`config.mk`:
```
export PLATFORM = sky130hd
export DESIGN_NAME = varredor_teclado
export DESIGN_NICKNAME = d
export VERILOG_FILES = /design/src/rtl/varredor_teclado_pkg.sv /design/src/rtl/varredor_teclado_sincronizador_2ff.sv /design/src/rtl/varredor_teclado.sv
export SDC_FILE = /design/constraint.sdc
export NUM_CORES = 1
export LEC_CHECK = 0
export ABC_AREA = 1
export CELL_PAD_IN_SITES_DETAIL_PLACEMENT = 1
export CELL_PAD_IN_SITES_GLOBAL_PLACEMENT = 1
export CORE_MARGIN = 4
export CORE_UTILIZATION = 46
export DETAILED_ROUTE_END_ITERATION = 10
export PLACE_DENSITY = 0.91
export SYNTH_ARGS = -nofsm -noshare
export SYNTH_HDL_FRONTEND = slang
export SYNTH_SLANG_ARGS = --single-unit
```
`constraint.sdc`:
```
create_clock -name clk -period 3.5 [get_ports clk]
set_input_delay 0.525 -clock clk [delete_from_list [all_inputs] [get_ports clk]]
set_output_delay 0.525 -clock clk [all_outputs]
set_load 0.02 [all_outputs]
```
`src/rtl/varredor_teclado_pkg.sv`:
```
// rtl/varredor_teclado_pkg.sv - shared encodings and width helpers for the keypad scanner
package varredor_teclado_pkg;

    localparam logic [1:0] ST_SCAN     = 2'd0;
    localparam logic [1:0] ST_DEBOUNCE = 2'd1;
    localparam logic [1:0] ST_HOLD     = 2'd2;

    typedef enum logic [1:0] {
        SCAN     = ST_SCAN,
        DEBOUNCE = ST_DEBOUNCE,
        HOLD     = ST_HOLD
    } state_t;

    // Smallest r with 2**r >= value; evaluated at elaboration only.
    function automatic int clog2(input int value);
        int r;
        r = 0;
        for (int i = 0; i < 31; i++) begin
            if ((1 << i) < value) begin
                r = i + 1;
            end
        end
        return r;
    endfunction

    // Width of {row, column index}; downstream consumers size their buses with this.
    function automatic int key_code_width(input int n, input int c);
        return n + clog2(c);
    endfunction

endpackage

```
`src/rtl/varredor_teclado_sincronizador_2ff.sv`:
```
// rtl/varredor_teclado_sincronizador_2ff.sv - two-flop synchronizer for asynchronous column lines
module sincronizador_2ff #(
    parameter int W = 4
) (
    input  logic         clk,
    input  logic         rst_n,
    input  logic [W-1:0] d,
    output logic [W-1:0] q
);

    logic [W-1:0] meta;

    // Two back-to-back stages give the first flop a full cycle to resolve.
    always_ff @(posedge clk or negedge rst_n) begin
        if (!rst_n) begin
            meta <= '0;
            q    <= '0;
        end else begin
            meta <= d;
            q    <= meta;
        end
    end

endmodule

```
`src/rtl/varredor_teclado.sv`:
```
// rtl/varredor_teclado.sv - matrix keypad row scanner with debounce and valid/ready key output
module varredor_teclado
    import varredor_teclado_pkg::*;
#(
    parameter int N        = 2,
    parameter int C        = 4,
    parameter int SCAN_DIV = 1000,
    parameter int DEB_CNT  = 4
) (
    input  logic                           clk,
    input  logic                           rst_n,
    input  logic [C-1:0]                   col,
    output logic [N-1:0]                   a,
    output logic [key_code_width(N, C)-1:0] key_code,
    output logic                           key_valid,
    input  logic                           key_ready,
    output logic                           overrun,
    output logic                           busy
);

    localparam int CW = clog2(C);
    localparam int PW = clog2(SCAN_DIV);
    localparam int DW = clog2(DEB_CNT + 1);
    localparam logic [PW-1:0] PRESC_LAST = PW'(SCAN_DIV - 1);
    localparam logic [DW-1:0] DEB_LAST   = DW'(DEB_CNT - 1);

    logic [C-1:0]  col_s;
    logic [PW-1:0] presc;
    logic          tick;
    state_t        state;
    logic [N-1:0]  row;
    logic [CW-1:0] col_idx;
    logic [CW-1:0] low_idx;
    logic [DW-1:0] cnt;
    logic          hit;
    logic          confirm;

    sincronizador_2ff #(.W(C)) u_sync (
        .clk   (clk),
        .rst_n (rst_n),
        .d     (col),
        .q     (col_s)
    );

    assign tick = (presc == PRESC_LAST);
    assign hit  = col_s[col_idx];

    // A press is confirmed on the tick whose agreeing sample would bring the count to DEB_CNT.
    assign confirm = (state == DEBOUNCE) && tick && hit && (cnt == DEB_LAST);

    // Row dwell prescaler: one tick every SCAN_DIV cycles.
    always_ff @(posedge clk or negedge rst_n) begin
        if (!rst_n) begin
            presc <= '0;
        end else if (tick) begin
            presc <= '0;
        end else begin
            presc <= presc + 1'b1;
        end
    end

    // Lowest-numbered active column wins when several are pressed in the same row.
    always_comb begin
        low_idx = '0;
        for (int i = C - 1; i >= 0; i--) begin
            if (col_s[i]) begin
                low_idx = CW'(i);
            end
        end
    end

    // Scan/debounce/hold state machine; the row address only advances while scanning.
    always_ff @(posedge clk or negedge rst_n) begin
        if (!rst_n) begin
            state   <= SCAN;
            a       <= '0;
            row     <= '0;
            col_idx <= '0;
            cnt     <= '0;
            busy    <= 1'b0;
        end else if (tick) begin
            case (state)
                SCAN: begin
                    if (|col_s) begin
                        row     <= a;
                        col_idx <= low_idx;
                        cnt     <= DW'(1);
                        state   <= DEBOUNCE;
                        busy    <= 1'b1;
                    end else begin
                        a <= a + 1'b1;
                    end
                end
                DEBOUNCE: begin
                    if (hit) begin
                        if (cnt == DEB_LAST) begin
                            state <= HOLD;
                            cnt   <= '0;
                        end else begin
                            cnt <= cnt + 1'b1;
                        end
                    end else begin
                        state <= SCAN;
                        busy  <= 1'b0;
                        cnt   <= '0;
                        a     <= a + 1'b1;
                    end
                end
                HOLD: begin
                    if (!hit) begin
                        if (cnt == DEB_LAST) begin
                            state <= SCAN;
                            busy  <= 1'b0;
                            cnt   <= '0;
                            a     <= a + 1'b1;
                        end else begin
                            cnt <= cnt + 1'b1;
                        end
                    end else begin
                        cnt <= '0;
                    end
                end
                default: begin
                    state <= SCAN;
                    busy  <= 1'b0;
                    cnt   <= '0;
                end
            endcase
        end
    end

    // Single-entry output register; a confirmed key arriving while the slot is full is dropped.
    always_ff @(posedge clk or negedge rst_n) begin
        if (!rst_n) begin
            key_code  <= '0;
            key_valid <= 1'b0;
            overrun   <= 1'b0;
        end else begin
            overrun <= 1'b0;
            if (confirm) begin
                if (!key_valid || key_ready) begin
                    key_code  <= {row, col_idx};
                    key_valid <= 1'b1;
                end else begin
                    overrun <= 1'b1;
                end
            end else if (key_valid && key_ready) begin
                key_valid <= 1'b0;
            end
        end
    end

endmodule

```
==> Yosys cells after proc, flatten, opt, wreduce, memory -nomap -nowiden <==
Index checks and enable logic that the tools add are counted.
{ "word_totals": {"ff_bits": 36, "out_inout_bits": 9, "word_cells": 77, "input_bits": 7} }
{ "op_classes": {"n_reduce_logical": 17, "n_addsub": 3, "muxes": 33, "n_lt_le_gt_ge": 1, "n_eq_ne": 11} }
{ "op_table": {"columns": ["op", "count"], "rows": [
  ["2-to-1 mux 2 bit", 13],
  ["2-to-1 mux 3 bit", 4],
  ["case mux 2 bit (3 select lines)", 2],
  ["adder 10 x 1 -> 10 bit (second input constant)", 1],
  ["== test 10 bit (second input constant)", 1],
  ["2-to-1 mux 1 bit", 10],
  ["2-to-1 mux 10 bit", 1],
  ["!= test 2 bit (second input constant)", 5],
  ["AND reduction 5 bit", 2],
  ["case mux 3 bit (3 select lines)", 1],
  ["AND reduction 2 bit", 3],
  ["AND reduction 6 bit", 1],
  ["logical AND 1 bit", 4],
  ["OR reduction 4 bit", 1],
  ["adder 3 x 1 -> 3 bit (second input constant)", 1],
  ["== test 3 x 2 -> 1 bit (second input constant)", 1],
  ["< comparator 2 x 3 -> 1 bit (second input constant)", 1],
  ["!= test 3 x 2 -> 1 bit (second input constant)", 1],
  ["case mux 1 bit (3 select lines)", 1],
  ["AND reduction 3 bit", 1],
  ["nonzero test 3 bit", 1],
  ["adder 2 x 1 -> 2 bit (second input constant)", 1],
  ["binary-select mux 1 bit (select 2 bit)", 1],
  ["== test 2 x 1 -> 1 bit (second input constant)", 1],
  ["other kinds (6)", 6]
]} }

==> Depth between registers and ports, before layout <==
{ "logic_depth": {"depth_word": 6, "depth_mapped": 9, "depth_no_buf": 9} }

==> Modules after synthesis <==
From an unflattened synthesis, not the netlist that was laid out.
{ "unflattened": {"hier_cells": 194, "area_unflattened_um2": 1662.8} }
{ "modules_own_cells": {"columns": ["mod", "area_per_inst_um2", "cells_per_inst", "n_inst", "seq_area_each_um2"], "rows": [
  ["varredor_teclado", 1462.7, 186, 1, 700.7],
  ["sincronizador_2ff", 200.2, 8, 1, 200.2]
]} }

==> Least setup slack after synthesis <==
OpenSTA, ideal clock, no wires.
{ "synth_timing": {"path_kind": "register to register", "from": "register presc[0]", "to": "register presc[0]", "synth_period_minus_slack_ps": 1321, "arrival_ps": 1257, "setup_time_ps": 63, "n_path_buf": 0, "required_ps": 3437, "stages_incl_launch_ff": 8, "setup_slack_ps": 2179, "cell_sequence": "dfrtp_1 -> ha_1 -> nand2_1 -> inv_2 -> nand3_4 -> clkinv_4 -> or2_2 -> inv_1"} }
{ "synth_between": {"elab_chain_len": 2, "elab_cells_between_ends": 3, "classes_between": "1 x add/sub; 1 x eq/ne; 1 x mux"} }
{ "synth_rtl": {"columns": ["element", "line", "text"], "rows": [
  ["start, declared", "varredor_teclado.sv:28", "logic [PW-1:0] presc;"],
  ["start signal, assigned", "varredor_teclado.sv:58", "presc <= presc + 1'b1;"],
  ["adder 10 x 1 -> 10 bit or == test 10 bit (tied branches)", "varredor_teclado.sv:58, varredor_teclado.sv:45", null],
  ["2-to-1 mux 10 bit *", "varredor_teclado.sv:55", "end else if (tick) begin"]
]} }
Mark *: on every way between the ends. The rest lies on a longest branch, timed or not.
A chain may end at the register's enable or synchronous reset.

==> Worst setup path after layout <==
{ "layout_timing": {"from": "register a[0]", "to": "output a[0]"} }
{ "layout_rtl": {"columns": ["element", "line", "text"], "rows": [
  ["start, declared", "varredor_teclado.sv:13", "output logic [N-1:0] a,"],
  ["start signal, assigned", "varredor_teclado.sv:91", "a <= a + 1'b1;"],
  ["start signal, assigned", "varredor_teclado.sv:106", "a <= a + 1'b1;"],
  ["start signal, assigned", "varredor_teclado.sv:115", "a <= a + 1'b1;"]
]} }
No word-level cell between the ends.

==> impl_metrics.json <==
{
  "outcome": "complete, no violations",
  "worst_setup_path_start_kind": "register",
  "max-cap-violations": 0,
  "yosysWarningCount": 0,
  "cts_buffers": 5,
  "core-area_um2": 3470,
  "critPathRequiredTime_ns": 2.97,
  "fp.dieW_um": 69.2,
  "synthTopCellsByCount": "nand2_1 (52), dfrtp_1 (36), inv_1 (21)",
  "ctsHoldBuffers": 0,
  "syn_nets": 208,
  "path_clk_slew_ns": 0.07,
  "rows": 21,
  "crit_chain": "clkdlybuf4s50_1",
  "p_per_area_nw_per_um2": 398,
  "grt_max_degree": 37,
  "hp-class": "register to register",
  "drc": 0,
  "nets": 231,
  "path_class": "register to primary output",
  "dp_cells": 261,
  "setup_viol": 0,
  "area_growth_pct": 19.0,
  "crit_slowest_cell": "clkdlybuf4s50_1",
  "wl_per_cell_um": 16.3,
  "antenna_cells": 0,
  "gp_congestion": 0.844,
  "p_leak_nw": 1.05,
  "max_slew_margin_pct": 69.4,
  "synth_edf_count": 0,
  "post-route-period-util_pct": 52.8,
  "drt_iter0_drc": 75,
  "clkSinkCount": 36,
  "cpPeakStageDelay_ns": 0.63,
  "rsz0062_at_grt": "no",
  "grt_first_pass_wirelength_um": 7760,
  "fillCellCount": 424,
  "synth_top_area_share_pct": 52.3,
  "antenna_found_initial": 0,
  "dp_worst_setup_slack_ns": 1.85,
  "hold_viol_final": 0,
  "synth.distinct_cells": 26,
  "first_global_vias": 1605,
  "port_buffers": 15,
  "grt_usage_pct": 20.6,
  "finalClockSkew_ns": 0.00699,
  "die_y_um": 69.2,
  "synth_area_leaders": "dfrtp_1 (52%), nand2_1 (11%), nand3_1 (4.9%), inv_1 (4.6%), nor2_1 (4.1%)",
  "synthArstFlopShare_pct": 100,
  "post_cts_buffers": 0,
  "drt.antenna.violating_nets": 0,
  "cts_buffer_depth": 2,
  "finalCriticalPeriod_ns": 1.85,
  "grt_remaining_overflow": 0,
  "ys_ff_latch": 36,
  "die-area_um2": 4790,
  "wl_um": 4390,
  "worstRegToRegCells": 7,
  "min_path_cells": 0,
  "fmax_mhz": 541,
  "total_power_mw": 0.814,
  "drv_slew": 0,
  "drt_pass1_iterations": 4,
  "worstSetupEndpointType": "primary output",
  "start_util_pct": 49.6,
  "cp_data_arrival_time_ns": 1.32,
  "ios": 16,
  "worstPathMaxFanout": 3,
  "fin_hold_ws_ns": 0.352,
  "cts_resized": 0,
  "synthCells": 199,
  "synth.yosys.seq_area_share_pct": 52.3,
  "dp_hpwl_um": 2970,
  "via_per_inst": 5.18,
  "htree_levels": 2,
  "root_buffer": "clkbuf_8",
  "cp_num_cells": 1,
  "path_buf_inv": 1,
  "drive_gt1_share_pct": 15.7,
  "cts_tree": "yes",
  "critPathTopFamily": "buffers and inverters",
  "worst_pin_slew_ns": 0.459,
  "clock_latency_ns": 0.30,
  "final_cells": 269,
  "final.setup.tns_ns": 0,
  "ir_drop_uv": 228,
  "avgSynthCellArea_um2": 8.65,
  "ys.flop_type": "dfrtp_1",
  "yosysMostFrequentCell": "nand2_1",
  "timing.final.ws_setup_ns": 1.65,
  "via_count": 1393,
  "synth_largest_area_cell": "dfrtp_1",
  "syn_area_um2": 1720
}
## kinds of logic after synthesis
| kind of cell | share of synthesized area (%) |
|---|---|
| AND/OR/NAND/NOR | 32.4 |
| adder cells (fa/ha/maj) | 1.45 |
| XOR/XNOR | 2.04 |
| flip-flops | 52.3 |
| buffers and inverters | 6.83 |
| AO/OA/AOI/OAI | 4.94 |
## flip-flops by register name, summed over array words and instances, names as in the netlist, 2 cells and up
| signal | flops |
|---|---|
| presc | 10 |
| key_code | 4 |
| state | 2 |
| row | 2 |
| col_idx | 2 |
| cnt | 3 |
| u_sync.meta | 4 |
| u_sync.q | 4 |
| a | 2 |
## report_power, final
group          internal [mW]  total, mW  switching [mW]
Clock                  0.211      0.368           0.157
Sequential             0.420      0.423         0.00269
Combinational        0.00913     0.0236          0.0145
Total                  0.640      0.814           0.174
## cell usage in the layout (no fill, tap or decap), drive strengths merged
cell type / n
nand2: 55
dfrtp: 36
inv: 29
nor2: 28
nand3: 20
clkdlybuf4s50: 15
o21ai: 6
a21oi: 5
clkbuf: 5
nor3: 4
nand4: 4
xor2: 3
o21bai: 3
ha: 2
clkinv: 2
xnor2: 1
or2: 1
a21boi: 1
bufinv: 1
clkinvlp: 1
buf: 1
## routing by layer
layer,track usage [%],vias to the layer above,share of wire (%)
met3,4.93,10,3.2
met5,0,-,0
li1,-,666,-
met4,10.2,0,2.2
met2,37.0,26,54
met1,22.6,691,41
## final timing paths
| path | startpoint | end | slack (ns) |
|---|---|---|---|
| max | a[0] | a[0] | 1.65 |
| min | u_sync.meta[1] | u_sync.q[1] | 0.35 |
| max reg2reg | presc[0] | state[1] | 1.86 |
| min in group asynchronous | rst_n | presc[8] | 0.64 |
| min reg2reg | u_sync.meta[1] | u_sync.q[1] | 0.35 |
| max in group asynchronous | rst_n | presc[7] | 2.53 |
## per-stage QoR
| step | utilization, % | instance area [um2] |
|---|---|---|
| floorplan | - | 1720 |
| global placement | 55.8 | 1940 |
| detailed placement | 55.8 | 1940 |
| CTS | 59.1 | 2050 |
| global route | 59.1 | 2050 |
| finish | 59.1 | 2050 |
## cell type report
cell class | count | area, um2 | share of cell area, %
flip-flops and latches | 36 | 901 | 44.0
repair buffers | 16 | 158 | 7.70
clock buffers | 5 | 68.8 | 3.36
multi-input cells | 133 | 703 | 34.3
inverters | 30 | 118 | 5.74
clock inverters | 3 | 42.5 | 2.08
well taps | 46 | 57.6 | 2.81
(Power assumes the default switching activity.)
